`src/rtl/sync_io_pipe.sv`:
```
// sync_io_pipe: DEPTH-stage input-capture pipeline with hold, output-stability detector,
// valid-word counter and forwarded clocks. Define SYNC_IO_PARITY_EN to carry and check even parity.
module sync_io_pipe #(
    parameter int DW       = 4,
    parameter int DEPTH    = 2,
    parameter int NCLK     = 2,
    parameter int STABLE_N = 4
) (
    input  logic            CLK,
    input  logic            RST,
    input  logic [DW-1:0]   Din,
    input  logic            Din_valid,
`ifdef SYNC_IO_PARITY_EN
    input  logic            Din_par,
`endif
    input  logic            Hold,
    output logic [DW-1:0]   Dout,
    output logic            Dout_valid,
    output logic            Dout_stable,
    output logic [15:0]     Word_cnt,
`ifdef SYNC_IO_PARITY_EN
    output logic            Par_err,
`endif
    output logic [NCLK-1:0] ext_clk
);

    localparam int             SW   = $clog2(STABLE_N + 1);
    localparam logic [SW-1:0]  SMAX = SW'(STABLE_N);

    logic [DW-1:0] stage_data [DEPTH];
    logic          stage_vld  [DEPTH];
    logic [DW-1:0] in_data    [DEPTH];
    logic          in_vld     [DEPTH];
    logic [SW-1:0] scnt;
    logic [15:0]   word_cnt;
    logic [DW-1:0] new_data;
    logic          new_vld;

`ifdef SYNC_IO_PARITY_EN
    logic stage_par [DEPTH];
    logic in_par    [DEPTH];
    logic new_par;
    logic par_err;
`endif

    // Input of every stage: stage 0 takes the pins, the rest take their predecessor.
    // NOTE: every element is written on every pass through this block, so no latch is inferred.
    always_comb begin
        in_data[0] = Din;
        in_vld[0]  = Din_valid;
`ifdef SYNC_IO_PARITY_EN
        in_par[0]  = Din_par;
`endif
        for (int k = 1; k < DEPTH; k++) begin
            in_data[k] = stage_data[k-1];
            in_vld[k]  = stage_vld[k-1];
`ifdef SYNC_IO_PARITY_EN
            in_par[k]  = stage_par[k-1];
`endif
        end
    end

    // What the last stage will hold after the next non-Hold edge.
    assign new_data = in_data[DEPTH-1];
    assign new_vld  = in_vld[DEPTH-1];
`ifdef SYNC_IO_PARITY_EN
    assign new_par  = in_par[DEPTH-1];
`endif

    // NOTE: state is updated with non-blocking assignments so every stage samples pre-edge values.
    always_ff @(posedge CLK) begin
        if (RST) begin
            // NOTE: the stage chain is plain flops, reset explicitly so reset flushes in-flight words.
            for (int k = 0; k < DEPTH; k++) begin
                stage_data[k] <= '0;
                stage_vld[k]  <= 1'b0;
`ifdef SYNC_IO_PARITY_EN
                stage_par[k]  <= 1'b0;
`endif
            end
            scnt     <= '0;
            word_cnt <= '0;
`ifdef SYNC_IO_PARITY_EN
            par_err  <= 1'b0;
`endif
        end else if (!Hold) begin
            for (int k = 0; k < DEPTH; k++) begin
                stage_data[k] <= in_data[k];
                stage_vld[k]  <= in_vld[k];
`ifdef SYNC_IO_PARITY_EN
                stage_par[k]  <= in_par[k];
`endif
            end
            if (!new_vld || !stage_vld[DEPTH-1] || (new_data != stage_data[DEPTH-1]))
                scnt <= '0;
            else if (scnt != SMAX)
                scnt <= scnt + 1'b1;
            if (new_vld)
                word_cnt <= word_cnt + 16'd1;
`ifdef SYNC_IO_PARITY_EN
            if (new_vld && ((^new_data) != new_par))
                par_err <= 1'b1;
`endif
        end
    end

    assign Dout        = stage_data[DEPTH-1];
    assign Dout_valid  = stage_vld[DEPTH-1];
    assign Dout_stable = (scnt == SMAX);
    assign Word_cnt    = word_cnt;
`ifdef SYNC_IO_PARITY_EN
    assign Par_err     = par_err;
`endif
    assign ext_clk     = {NCLK{CLK}};

endmodule
```
`config.mk`:
```
export PLATFORM = sky130hd
export DESIGN_NAME = sync_io_pipe
export DESIGN_NICKNAME = d
export VERILOG_FILES = /design/src/rtl/sync_io_pipe.sv
export SDC_FILE = /design/constraint.sdc
export NUM_CORES = 1
export LEC_CHECK = 0
export CELL_PAD_IN_SITES_DETAIL_PLACEMENT = 0
export CELL_PAD_IN_SITES_GLOBAL_PLACEMENT = 1
export CORE_MARGIN = 1
export CORE_UTILIZATION = 40
export CTS_CLUSTER_SIZE = 8
export DETAILED_ROUTE_END_ITERATION = 7
export PLACE_DENSITY_LB_ADDON = 0.1
export SLEW_MARGIN = 20
export SYNTH_ARGS = -nofsm -noshare
export SYNTH_HDL_FRONTEND = slang
export SYNTH_SLANG_ARGS = --single-unit
```
`constraint.sdc`:
```
create_clock -name CLK -period 4.43 [get_ports CLK]
set_input_delay 1.1075 -clock CLK [delete_from_list [all_inputs] [get_ports CLK]]
set_output_delay 1.1075 -clock CLK [all_outputs]
set_load 0.005 [all_outputs]
```
After elaboration in Yosys (flattened, before gate mapping)
Memory sizes are Yosys's and may differ from the RTL's.
Cells that the tools add are included.

storage, ports and cells
  memories kept = 2
  flip-flop bits (word level) = 19
  word-level logic and storage cells = 32
  RAM bits = 10
  output and inout bits = 24
  input port bits = 8

memory list
  memory      words  width  read ports  clocked after Yosys merged registers in  wr ports  RTL line  source
  stage_data  2      4      2           0                                        2         30        logic [DW-1:0] stage_data [DEPTH];
  stage_vld   2      1      2           0                                        2         31        logic stage_vld [DEPTH];

cells by class
  bitwise operators = 5
  multiplexer cells = 11
  equal/unequal tests = 3
  add/sub/neg operators = 2
  reductions and logical operators = 7

operators with widths
  kind                                           number
  adder 16 x 1 -> 16 bit, second input constant  1
  2-to-1 mux 4 bit                               2
  2-to-1 mux 1 bit                               7
  2-to-1 mux 3 bit                               2
  != test 4 bit                                  1
  bitwise OR 1 bit                               4
  AND reduction 2 bit                            2
  adder 3 x 1 -> 3 bit, second input constant    1
  == test 3 bit, second input constant           1
  != test 3 bit, second input constant           1
  zero test 1 bit                                2
  logical OR 1 bit                               2
  nonzero test 2 bit                             1
  inverter 1 bit                                 1

Logic depth before layout (Yosys ltp)
  word-level depth = 5
  mapped depth = 7
  mapped depth without buffers = 6

==> results.json <==
{
  "grt_pass1_vias": 1084,
  "yosysMostFrequentCell": "dfxtp_1",
  "final-setup-viol-count": 0,
  "drc": 0,
  "cts_setup_buffers": 0,
  "yosys_warnings": 0,
  "path_cells": "clkbuf_4 -> clkbuf_4 -> clkdlybuf4s50_1",
  "slew_headroom": 0.611,
  "grt_max_degree": 26,
  "dr.pass1.iters": 4,
  "worstHoldStart": "Word_cnt[12]",
  "synth.avg_cell_area_sq_um": 9.89,
  "ys_top_cells_by_count": "19 x dfxtp_1, 13 x nor2_1, 10 x edfxtp_1",
  "ys_ff_latch": 29,
  "drive_gt1_frac": 0.101,
  "post_drt_wl_per_cell_um": 12.2,
  "slowest_delay_ns": 0.43,
  "ys.flop_type": "dfxtp_1",
  "rsz0062_at_grt": "false",
  "die-area_sq_um": 3700,
  "fp.dieH_um": 60.8,
  "synth_seq_area_share": 0.491,
  "crit_top_cell": "clkbuf_4",
  "cts.clk_slew.worst_paths_ns": 0.09,
  "synthTopCellsByArea": "dfxtp_1 27%, edfxtp_1 22%, xnor2_1 3.8%",
  "leakage_uw": 0.000636,
  "yosysTopAreaCell": "dfxtp_1",
  "crit_start": "CLK",
  "dp_hpwl_um": 1890,
  "syn-cell-area_sq_um": 1390,
  "cts_hold_buffers": 0,
  "grt_first_pass_wirelength_um": 4510,
  "cts-resized-gates": 0,
  "gr-total-overflow": 0,
  "postPlaceCellArea_sq_um": 1730,
  "finalNonFillerCells": 224,
  "timing.final.ws_setup_ns": 0.424,
  "final_cell_area_sq_um": 1810,
  "fin_hold_ws_ns": 0.516,
  "initialDrtViolationCount": 67,
  "cap_violations": 0,
  "fin_nets": 188,
  "vdd_drop_max_mv": 0.286,
  "p_per_area_nw_per_um2": 316,
  "finalMaxSlewViolations": 0,
  "initial_core_util": 0.415,
  "grt_usage": 0.178,
  "gp_congestion": 0.757,
  "run_status": "finished, final reports clean",
  "place_inst": 212,
  "synth_top_area_frac": 0.275,
  "critPathKind": "clk -> out",
  "start_kind": "clock port",
  "area_delta_synth_final_pct": 30.7,
  "io_pins": 32,
  "path_buf_inv": 3,
  "crit_slowest_cell": "clkdlybuf4s50_1",
  "port_buffers": 31,
  "rows": 21,
  "drt_wl_total_um": 2730,
  "regToRegStartpoint": "Word_cnt[0]",
  "tightest_slew_ns": 0.582,
  "ys_types": 33,
  "end_kind": "output port",
  "antenna_cells": 0,
  "critPathRequiredTime_ns": 3.32,
  "core_area_sq_um": 3340,
  "synthesis.instances": 140,
  "cts_tree": "yes",
  "fillers": 322,
  "finClkSkew_ns": 0.00485,
  "drt-vias-per-instance": 5.09,
  "tns_ns": 0,
  "r2r_slack_ns": 2.58,
  "antenna_found_initial": 0,
  "vias": 1140,
  "cp_max_fo": 2,
  "crit_arrival_ns": 2.90,
  "hold_class": "reg -> reg",
  "die_w_um": 60.8,
  "synth_edf_count": 10,
  "path_delay_family": "buffers and inverters",
  "ant_nets": 0,
  "pre_cts_ws_ns": 0.694,
  "insertion_delay_ns": 0.43,
  "syn_nets": 151,
  "hold_violations": 0,
  "synthArstFlopShare": 0
}
power by group:
| part | internal, uW | switching (uW) | leakage (uW) | total (uW) |
|---|---|---|---|---|
| Clock | 128 | 116 | 0.0000563 | 243 |
| Combinational | 20.9 | 18.5 | 0.000317 | 39.4 |
| Sequential | 283 | 6.55 | 0.000263 | 290 |
| Total | 432 | 141 | 0.000636 | 573 |
final cells by class:
| type | instances | area [sq um] | share of cell area |
|---|---|---|---|
| Inverter | 9 | 33.8 | 0.0187 |
| Clock inverter | 3 | 12.5 | 0.00691 |
| Multi-Input combinational cell | 96 | 641 | 0.354 |
| Timing Repair Buffer | 30 | 298 | 0.164 |
| Tap cell | 46 | 57.6 | 0.0318 |
| Clock buffer | 11 | 87.6 | 0.0484 |
| Sequential cell | 29 | 681 | 0.376 |
tightest hold or removal path, stage by stage (launching register included):
cell and delay, ns:
dfxtp_1 0.34, o21ai_0 0.08, a21oi_1 0.06
routing by layer:
metal | global-route usage | vias to the layer above | share of wire
li1 | - | 561 | -
met1 | 0.193 | 545 | 0.45
met2 | 0.262 | 27 | 0.48
met3 | 0.0810 | 7 | 0.045
met4 | 0.153 | 0 | 0.026
met5 | 0 | - | 0
final timing paths:
kind                   to  cells past startpoint
min          Word_cnt[12]                      2
min reg2reg  Word_cnt[12]                      2
max reg2reg  Word_cnt[14]                      5
max            ext_clk[1]                      3
cells by family (layout without fill, tap and decap cells):
family / Yosys count / in the layout / share of synthesized area
compound gates: 16 / 16 / 0.0786
buf+inv: 15 / 53 / 0.0461
mux: 2 / 2 / 0.0154
simple gates: 65 / 65 / 0.278
flops: 29 / 29 / 0.491
xor+xnor: 10 / 10 / 0.0632
fa+ha+maj: 3 / 3 / 0.0271
sequential cells by signal, summed over array words and instances, names as in the netlist:
name,flops
Word_cnt,16
scnt,3
stage_data,8
stage_vld,2
cells in the final DEF, fill, tap and decap left out, types with 7 or more instances in the layout:
master / Yosys / layout
clkdlybuf4s50_1: 0 / 31
dfxtp_1: 19 / 19
nor2_1: 13 / 13
edfxtp_1: 10 / 10
inv_1: 9 / 9
clkbuf_4: 0 / 9
and2_1: 8 / 8
nor3_1: 8 / 8
nor2b_1: 7 / 7
nand4_1: 7 / 7
per-stage QoR:
stage,total power (uW),util
global route,605,0.543
floorplan,345,-
finish,573,0.543
global placement,373,0.519
CTS,586,0.543
detailed placement,374,0.519
Note: power is estimated with default switching activity, not from simulation.
